===== config.mk =====
export PLATFORM = sky130hd
export DESIGN_NAME = atm_account_store
export DESIGN_NICKNAME = d
export VERILOG_FILES = /design/src/rtl/atm_account_store.sv
export SDC_FILE = /design/constraint.sdc
export NUM_CORES = 1
export LEC_CHECK = 0
export CAP_MARGIN = 15
export CORE_UTILIZATION = 39
export CTS_CLUSTER_SIZE = 24
export DETAILED_ROUTE_END_ITERATION = 8
export PLACE_DENSITY = 0.66
export SYNTH_ARGS = -nofsm -noshare
export SYNTH_HDL_FRONTEND = slang
export SYNTH_SLANG_ARGS = --single-unit

===== constraint.sdc =====
create_clock -name clk -period 3.09 [get_ports clk]
set_input_delay 0.618 -clock clk [delete_from_list [all_inputs] [get_ports clk]]
set_output_delay 0.618 -clock clk [all_outputs]
set_load 0.03 [all_outputs]

===== src/rtl/atm_account_store.sv =====
// atm_account_store: account-side responder to the ATM FSM.
// Holds NUM_ACCOUNTS accounts. Each account has a balance, a PIN and a lock bit.
// For each card session the block checks the PIN and presents the stored
// balance. It commits the balance the FSM reports on op_done.
// Ports:
//   clk, rst               clock (rising edge), async active-low reset
//   card_in/card_id        card insertion pulse and selected account
//   pin_valid/pin          PIN entry pulse and entered PIN
//   balance/op_done/error  FSM result: new balance, done, failed
//   card_out               FSM ejects the card, which ends the session
//   cfg_we/cfg_id/cfg_pin/cfg_balance  account configuration (IDLE only)
//   wrong_psw              1 unless a verified session is open
//   current_balance        stored balance of the session account, else 0
//   pin_ok / card_locked   one-cycle pulses: PIN accepted / card rejected
//   busy                   1 whenever the block is not idle
module atm_account_store #(
  parameter int unsigned balance_width = 20,
  parameter int unsigned NUM_ACCOUNTS  = 4,
  parameter int unsigned ID_WIDTH      = 2,
  parameter int unsigned PIN_WIDTH     = 16,
  parameter int unsigned MAX_TRIES     = 3,
  parameter logic [balance_width-1:0] INIT_BALANCE = balance_width'(1000),
  parameter logic [PIN_WIDTH-1:0]     PIN_BASE     = PIN_WIDTH'(16'h1234)
) (
  input  logic                     clk,
  input  logic                     rst,
  input  logic                     card_in,
  input  logic [ID_WIDTH-1:0]      card_id,
  input  logic                     pin_valid,
  input  logic [PIN_WIDTH-1:0]     pin,
  input  logic [balance_width-1:0] balance,
  input  logic                     op_done,
  input  logic                     error,
  input  logic                     card_out,
  input  logic                     cfg_we,
  input  logic [ID_WIDTH-1:0]      cfg_id,
  input  logic [PIN_WIDTH-1:0]     cfg_pin,
  input  logic [balance_width-1:0] cfg_balance,
  output logic                     wrong_psw,
  output logic [balance_width-1:0] current_balance,
  output logic                     pin_ok,
  output logic                     card_locked,
  output logic                     busy
);

  localparam int unsigned TRIES_W = $clog2(MAX_TRIES + 1);

  typedef enum logic [1:0] {IDLE, WAIT_PIN, SESSION, REJECT} state_t;

  state_t                     state, state_next;
  logic [ID_WIDTH-1:0]        cur_id, id_next;
  logic [TRIES_W-1:0]         tries, tries_next;
  logic [balance_width-1:0]   bal_mem [NUM_ACCOUNTS];
  logic [PIN_WIDTH-1:0]       pin_mem [NUM_ACCOUNTS];
  logic [NUM_ACCOUNTS-1:0]    lock_mem;

  logic                       cfg_do, commit, lock_set, card_locked_eff;
  logic                       wrong_psw_next, pin_ok_next, card_locked_next, busy_next;
  logic [balance_width-1:0]   cur_bal_next;

  // Account ids at or above NUM_ACCOUNTS do not exist
  function automatic logic id_valid(input logic [ID_WIDTH-1:0] id);
    return 32'(id) < NUM_ACCOUNTS;
  endfunction

  // Next-state and next-output logic
  always_comb begin
    state_next      = state;
    id_next         = cur_id;
    tries_next      = tries;
    lock_set        = 1'b0;
    pin_ok_next     = 1'b0;
    cur_bal_next    = '0;
    cfg_do          = (state == IDLE) && cfg_we && id_valid(cfg_id);
    commit          = (state == SESSION) && op_done && !error;
    // A config write in the same cycle unlocks the card before it is checked
    card_locked_eff = lock_mem[card_id] && !(cfg_do && (cfg_id == card_id));

    unique case (state)
      IDLE: begin
        if (card_in) begin
          id_next    = card_id;
          tries_next = '0;
          if (!id_valid(card_id) || card_locked_eff) state_next = REJECT;
          else                                       state_next = WAIT_PIN;
        end
      end
      WAIT_PIN: begin
        if (card_out) begin
          state_next = IDLE;
          tries_next = '0;
        end else if (pin_valid) begin
          if (pin == pin_mem[cur_id]) begin
            state_next  = SESSION;
            pin_ok_next = 1'b1;
          end else if (32'(tries) + 32'd1 >= MAX_TRIES) begin
            lock_set   = 1'b1;
            state_next = REJECT;
          end else begin
            tries_next = tries + TRIES_W'(1);
          end
        end
      end
      SESSION: begin
        if (card_out) state_next = IDLE;
      end
      REJECT: begin
        state_next = IDLE;
      end
      default: begin
        state_next = IDLE;
      end
    endcase

    busy_next        = (state_next != IDLE);
    wrong_psw_next   = (state_next != SESSION);
    card_locked_next = (state_next == REJECT);

    // Show balance as it will be stored after this edge, including same-cycle writes
    if ((state_next == WAIT_PIN) || (state_next == SESSION)) begin
      if (commit)                             cur_bal_next = balance;
      else if (cfg_do && (cfg_id == id_next)) cur_bal_next = cfg_balance;
      else                                    cur_bal_next = bal_mem[id_next];
    end
  end

  // State, session and output registers
  always_ff @(posedge clk or negedge rst) begin
    if (!rst) begin
      state           <= IDLE;
      cur_id          <= '0;
      tries           <= '0;
      wrong_psw       <= 1'b1;
      current_balance <= '0;
      pin_ok          <= 1'b0;
      card_locked     <= 1'b0;
      busy            <= 1'b0;
    end else begin
      state           <= state_next;
      cur_id          <= id_next;
      tries           <= tries_next;
      wrong_psw       <= wrong_psw_next;
      current_balance <= cur_bal_next;
      pin_ok          <= pin_ok_next;
      card_locked     <= card_locked_next;
      busy            <= busy_next;
    end
  end

  // Account storage: config writes, balance commits and lockout
  always_ff @(posedge clk or negedge rst) begin
    if (!rst) begin
      for (int i = 0; i < int'(NUM_ACCOUNTS); i++) begin
        bal_mem[i] <= INIT_BALANCE;
        pin_mem[i] <= PIN_BASE + PIN_WIDTH'(i);
      end
      lock_mem <= '0;
    end else begin
      if (cfg_do) begin
        bal_mem[cfg_id]  <= cfg_balance;
        pin_mem[cfg_id]  <= cfg_pin;
        lock_mem[cfg_id] <= 1'b0;
      end
      if (commit)   bal_mem[cur_id]  <= balance;
      if (lock_set) lock_mem[cur_id] <= 1'b1;
    end
  end

endmodule


# Word-level counts from Yosys, hierarchy flattened
# Cells that the tools add are included.
# Widths: inputs -> output; s select.
# totals
register_bits,178
input_bits,84
out_inout_bits,24
elab_cells,120
# classes
add_sub_neg,2
order_cmp,11
n_eq_ne,14
mux,53
bitwise_logic,6
n_reduce_logical,17
# op_table
operator,n
$bwmux 80,2
$mux 80,2
$mux 20,7
$demux 20 s2,2
$bwmux 64,1
$mux 16,3
$bmux 20 s2,1
$bmux 16 s2,1
$demux 16 s2,1
$mux 2,14
$eq 16x16->1,1
$mux 1,12
$logic_and 1x1->1,10
$ge 3x3->1 const B,3
$lt 2x3->1 const B,3
$ne 3x3->1 const B,3
$not 2->3,3
$eq 2x2->1 const B,4
$mux 4,2
$pmux 2 s4,1
$lt 3x1->1 const B,2
$reduce_and 5->1,1
$and 4x4->4,1
$demux 1 s2,2
other kinds (15),21

# Logic depth before layout (Yosys ltp)
# depth
ltp_word,12
mapped_depth,10

# Worst setup path after synthesis
# No wires, ideal clock.
# synth_path
path_type,reg2reg
start,register cur_id[0]
end,register current_balance[0]
arrival_ps,2700
path_slack_ps,248
stages_incl_launch_ff,11
period_less_slack_ps,2842
path_cell_list,dfrtp_1 -> buf_6 -> mux4_2 -> xnor2_1 -> nand4_1 -> nor4_4 -> and3_1 -> or3_1 -> ha_1 -> clkbuf_1 -> a211oi_1
# synth_via
elab_chain_cells,12
# synth_rtl
element,line,rtl
start: declaration,51,"logic [ID_WIDTH-1:0] cur_id, id_next;"
start signal: assignment,140,cur_id <= id_next;
$not 2->3 (not written as such) (*),93,if (pin == pin_mem[cur_id]) begin
$bmux 16 s2 (*),93,
$mux 16 (not written as such) (*) (2 in a row),93,
$eq 16x16->1 (*),93,
$mux 2 (*),93,
$mux 2 (*),92,end else if (pin_valid) begin
$mux 2 (*),89,if (card_out) begin
$pmux 2 s4 (*),79,unique case (state)
net state_next[1],50,"state_t state, state_next;"
$eq 2x1->1 / $eq 2x2->1 (equally long branches),120,if ((state_next == WAIT_PIN) || (state_next == SESSION)) begin
$logic_or 1x1->1 (*),120,
$mux 20 (*),120,
net cur_bal_next[0],59,logic [balance_width-1:0] cur_bal_next;
end signal: assignment,143,current_balance <= cur_bal_next;
end: declaration,40,"output logic [balance_width-1:0] current_balance,"
# The timed path passes the listed nets; every way through them passes the cells marked *. The select of a mux whose other input is x is not followed.
# A chain may end at the register's enable or synchronous reset.

# Final worst setup path
# layout_path
start,register cur_id[0]
end,register current_balance[15]
# Same word-level chain as after synthesis.

==> summary.txt <==
Run status
  – Status: completed

Drt
  – WL per Instance: 18.43 µm
  – DRT Pass-1 Iters: 5
  – Post-DRT Antenna Nets: 0
  – DRT iter0 DRCs: 386
  – Total wire length: 21510 µm
  – Vias post-DR: 6177
  – DRC: 0
  – Post-DR vias/cell: about 5.3

Power and ir drop
  – Sw power: 2.392 mW
  – Clock power frac: 27.9%
  – Comb power frac: between 20% and 30%
  – P per Cell Area: 732.5 nW/µm²
  – Sw Share: 28.76%
  – Sequential Power Share: around 42%
  – Max VDD drop: slightly below 500 µV
  – Overall Power: 8.317 mW
  – Internal power: 5.925 mW
  – Pleak: about 4.8 nW

Global routing
  – Largest net degree at the start of global routing: 75
  – All-layer global routing usage: 19.00%
  – Number of global-route vias before repair: 6248
  – Global-route wire length before repair: ~35000 µm
  – GRT overflow: 0
  – Initial antenna violation count: 0

Worst setup path
  – Crit path arrival time: roughly 3.3 ns
  – Crit path launch type: register
  – Top delay family on crit path: simple AND/OR/NAND/NOR gates
  – Crit path buf inv count: 2
  – Req. time, crit path: 3.43 ns
  – FF-to-FF path depth: 10
  – WS Path Type: reg -> reg
  – Crit. path cell count: 10
  – Slowest stage delay, CP: 0.53 ns
  – Max stage delay cell, worst path: mux4_2
  – Crit Path Max Fanout: 20
  – CP Cell Sequence: buf_12, mux4_2, xnor2_2, nand4_1, nor4_4, and3_1, or3_4, ha_1, buf_12, a211oi_1
  – Cell mode on critical path: buf_12
  – R2R Setup Slk: 0.12 ns
  – Crit. Startpoint: cur_id[0]$_DFF_PN0_
  – FF-to-FF End: current_balance[15]$_DFF_PN0_
  – Worst Setup EP: current_balance[15]$_DFF_PN0_
  – Critical path capture point type: register
  – R2r startpoint: cur_id[0]$_DFF_PN0_

Placed design
  – Placed Area: 10660 µm²
  – Routability cong.: approximately 0.75
  – Post-DP HPWL: approximately 14000 µm
  – Cells after DPL: 1133
  – Place WS: -0.01168 ns
  – Buffers on Ports: 107

Clock network
  – H-tree depth: 4
  – Total CTS buffers: 17
  – Root buffer cell: clkbuf_16
  – Hold Buf Count CTS: 0
  – Clk slew on worst S/H paths: 0.07 ns
  – Clk_lat worst skew: 0.44 ns
  – Longest Clk Path Bufs: 2
  – Clk sinks: around 180
  – CTS tree: done

Layout
  – Share of cells above drive strength 1: 24.94%
  – Post-Route Utilization: 50.15%
  – Antenna Cells: 0
  – Most common cell after layout, fill and taps aside: mux2i_1
  – Layout filler cell count: 1999
  – Final instance area: ~11000 µm²
  – Commonest cells after routing, fill and taps aside: mux2i_1, dfrtp_1, clkdlybuf4s50_1
  – Final #Nets: 958
  – Synthesis-to-finish area growth: 25.83%
  – Post-route insts no fill: 1167

Worst hold path
  – Hold crit path type: in -> async

Synthesis
  – Number of synthesized flops with an enable pin: 0
  – Mapped Cells: about 760
  – Ys async rst share: 100.0%
  – Dominant synthesized flop cell: dfrtp_1
  – FF+latch count, synth: 178
  – Most area-hungry cell type in the Yosys netlist: dfrtp_1
  – Yosys warning count: 0
  – Post-synthesis cell type count: 39
  – Area contributors post-synth: dfrtp_1, mux2i_1, dfstp_2, mux2_2, mux4_2
  – Average size of a mapped cell: approximately 12 µm²
  – Register area share after synthesis: 50.04%
  – Share of the synthesized area in the top cell type: about 36%
  – Mapped Nets: 847
  – Synth Cell Area: approximately 9000 µm²

Timing
  – RSZ-0062 raised after global routing: true
  – Setup Skew: 0.01239 ns
  – Achievable frequency: between 300 and 400 MHz
  – Setup TNS: 0 ns
  – Final period util: a little over nine tenths
  – Final hold slack: 0.1883 ns
  – Rel. slew slack: between 50% and 60%
  – Final worst path period need: 2.966 ns
  – Setup WS post-layout: 0.1240 ns
  – Fin. Hold Viols: 0
  – Final setup viols: 0
  – Worst slew pin tran: 0.6917 ns
  – Fin. max-slew vios: 0

Floorplanning
  – Die X: 154.1 µm
  – Die span in y: 154.1 µm
  – IO Count: 108
  – Starting Density: 39.86%
  – Cell Rows: 55
  – Die area: ~24000 µm²
  – Core area: 22640 µm²

Run
  – Max_cap viols: 0
[worst register-to-register path, delay by kind of cell, from the launching register on]
family,cells,cell delay (ns)
AOI/OAI and AO/OA,1,0.19
xor gates and xnor gates,1,0.14
adders and majority gates,1,0.25
buffers and inverters,2,0.33
DFF,1,0.40
muxes,1,0.53
and+or+nand+nor,4,1.04
[per-layer routing]
metal	global-route usage, %	wire length, µm	vias up
met2	30.37	10120	163
met5	0	0	-
met4	4.952	233	0
met3	4.143	1134	23
li1	-	-	2935
met1	26.08	10020	3056
[synthesized netlist by cell type (2+ instances only)]
| master | number |
|---|---|
| or3_1 | 2 |
| mux2_2 | 65 |
| nor3b_1 | 2 |
| clkbuf_1 | 30 |
| nor3_1 | 6 |
| ha_1 | 5 |
| mux2i_1 | 161 |
| a32o_1 | 4 |
| buf_4 | 7 |
| and3_1 | 2 |
| inv_1 | 8 |
| xnor2_1 | 18 |
| nor2_1 | 47 |
| o21ai_0 | 60 |
| nand2_1 | 66 |
| nand4_1 | 3 |
| dfrtp_1 | 129 |
| dfstp_2 | 49 |
| nand3_1 | 4 |
| a211oi_1 | 20 |
| nand3b_1 | 2 |
| a21oi_1 | 23 |
| buf_2 | 7 |
| mux4_2 | 17 |
| buf_1 | 7 |
[repair_timing]
item                                    in CTS  in global routing
buffers inserted                             1                  1
pin swaps                                    2                  5
endpoints found under the setup margin       2                 20
gates resized for setup                      1                  9
cloned                                       0                  0
[layout make-up]
type	instances	area (µm²)	share of cell area, %
Sequential cell	178	4517	39.78
Inverter	8	30.03	0.2645
Timing Repair Buffer	144	1479	13.02
Clock inverter	8	150.1	1.322
Tap cell	285	356.6	3.141
Clock buffer	24	483.0	4.253
Multi-Input combinational cell	520	4339	38.21
[power groups by stage]
stage	Clock [mW]	Combinational [mW]	Sequential, mW
final	2.32	2.49	3.51
after detailed placement	0	2.46	3.54
after global routing	2.47	2.72	3.59
after global placement	0	2.42	3.53
after CTS	2.37	2.48	3.51
after floorplan	0	1.57	3.60
[logic make-up (layout without fill, tap and decap cells)]
group	Yosys count	in the layout	share of synthesized area, %
AOI/OAI and AO/OA	111	111	7.141
xor gates and xnor gates	20	20	2.024
adders and majority gates	5	5	0.6933
buffers and inverters	60	184	2.967
DFF	178	178	50.04
muxes	243	243	30.21
and+or+nand+nor	141	141	6.919
[worst min path at each step]
stage                                     start                      end  slack, ns  depth (start not counted)
after floorplan                             rst     bal_mem[0]$_DFF_PN0_       0.32                          0
after global placement    lock_mem[3]$_DFF_PN0_    lock_mem[3]$_DFF_PN0_       0.47                          1
after detailed placement  lock_mem[3]$_DFF_PN0_    lock_mem[3]$_DFF_PN0_       0.48                          1
after CTS                                   rst  pin_mem[42]$_DFFE_PN0P_       0.22                          1
after global routing                        rst  pin_mem[42]$_DFFE_PN0P_       0.24                          1
final                                       rst  pin_mem[24]$_DFFE_PN0P_       0.19                          1
[registers in the layout, indices dropped and copies added (netlist names)]
register	flops
cur_id	2
pin_mem	64
wrong_psw	1
pin_ok	1
lock_mem	4
tries	2
card_locked	1
busy	1
current_balance	20
bal_mem	80
state	2
No activity file was read; power rests on OpenSTA's default activity.
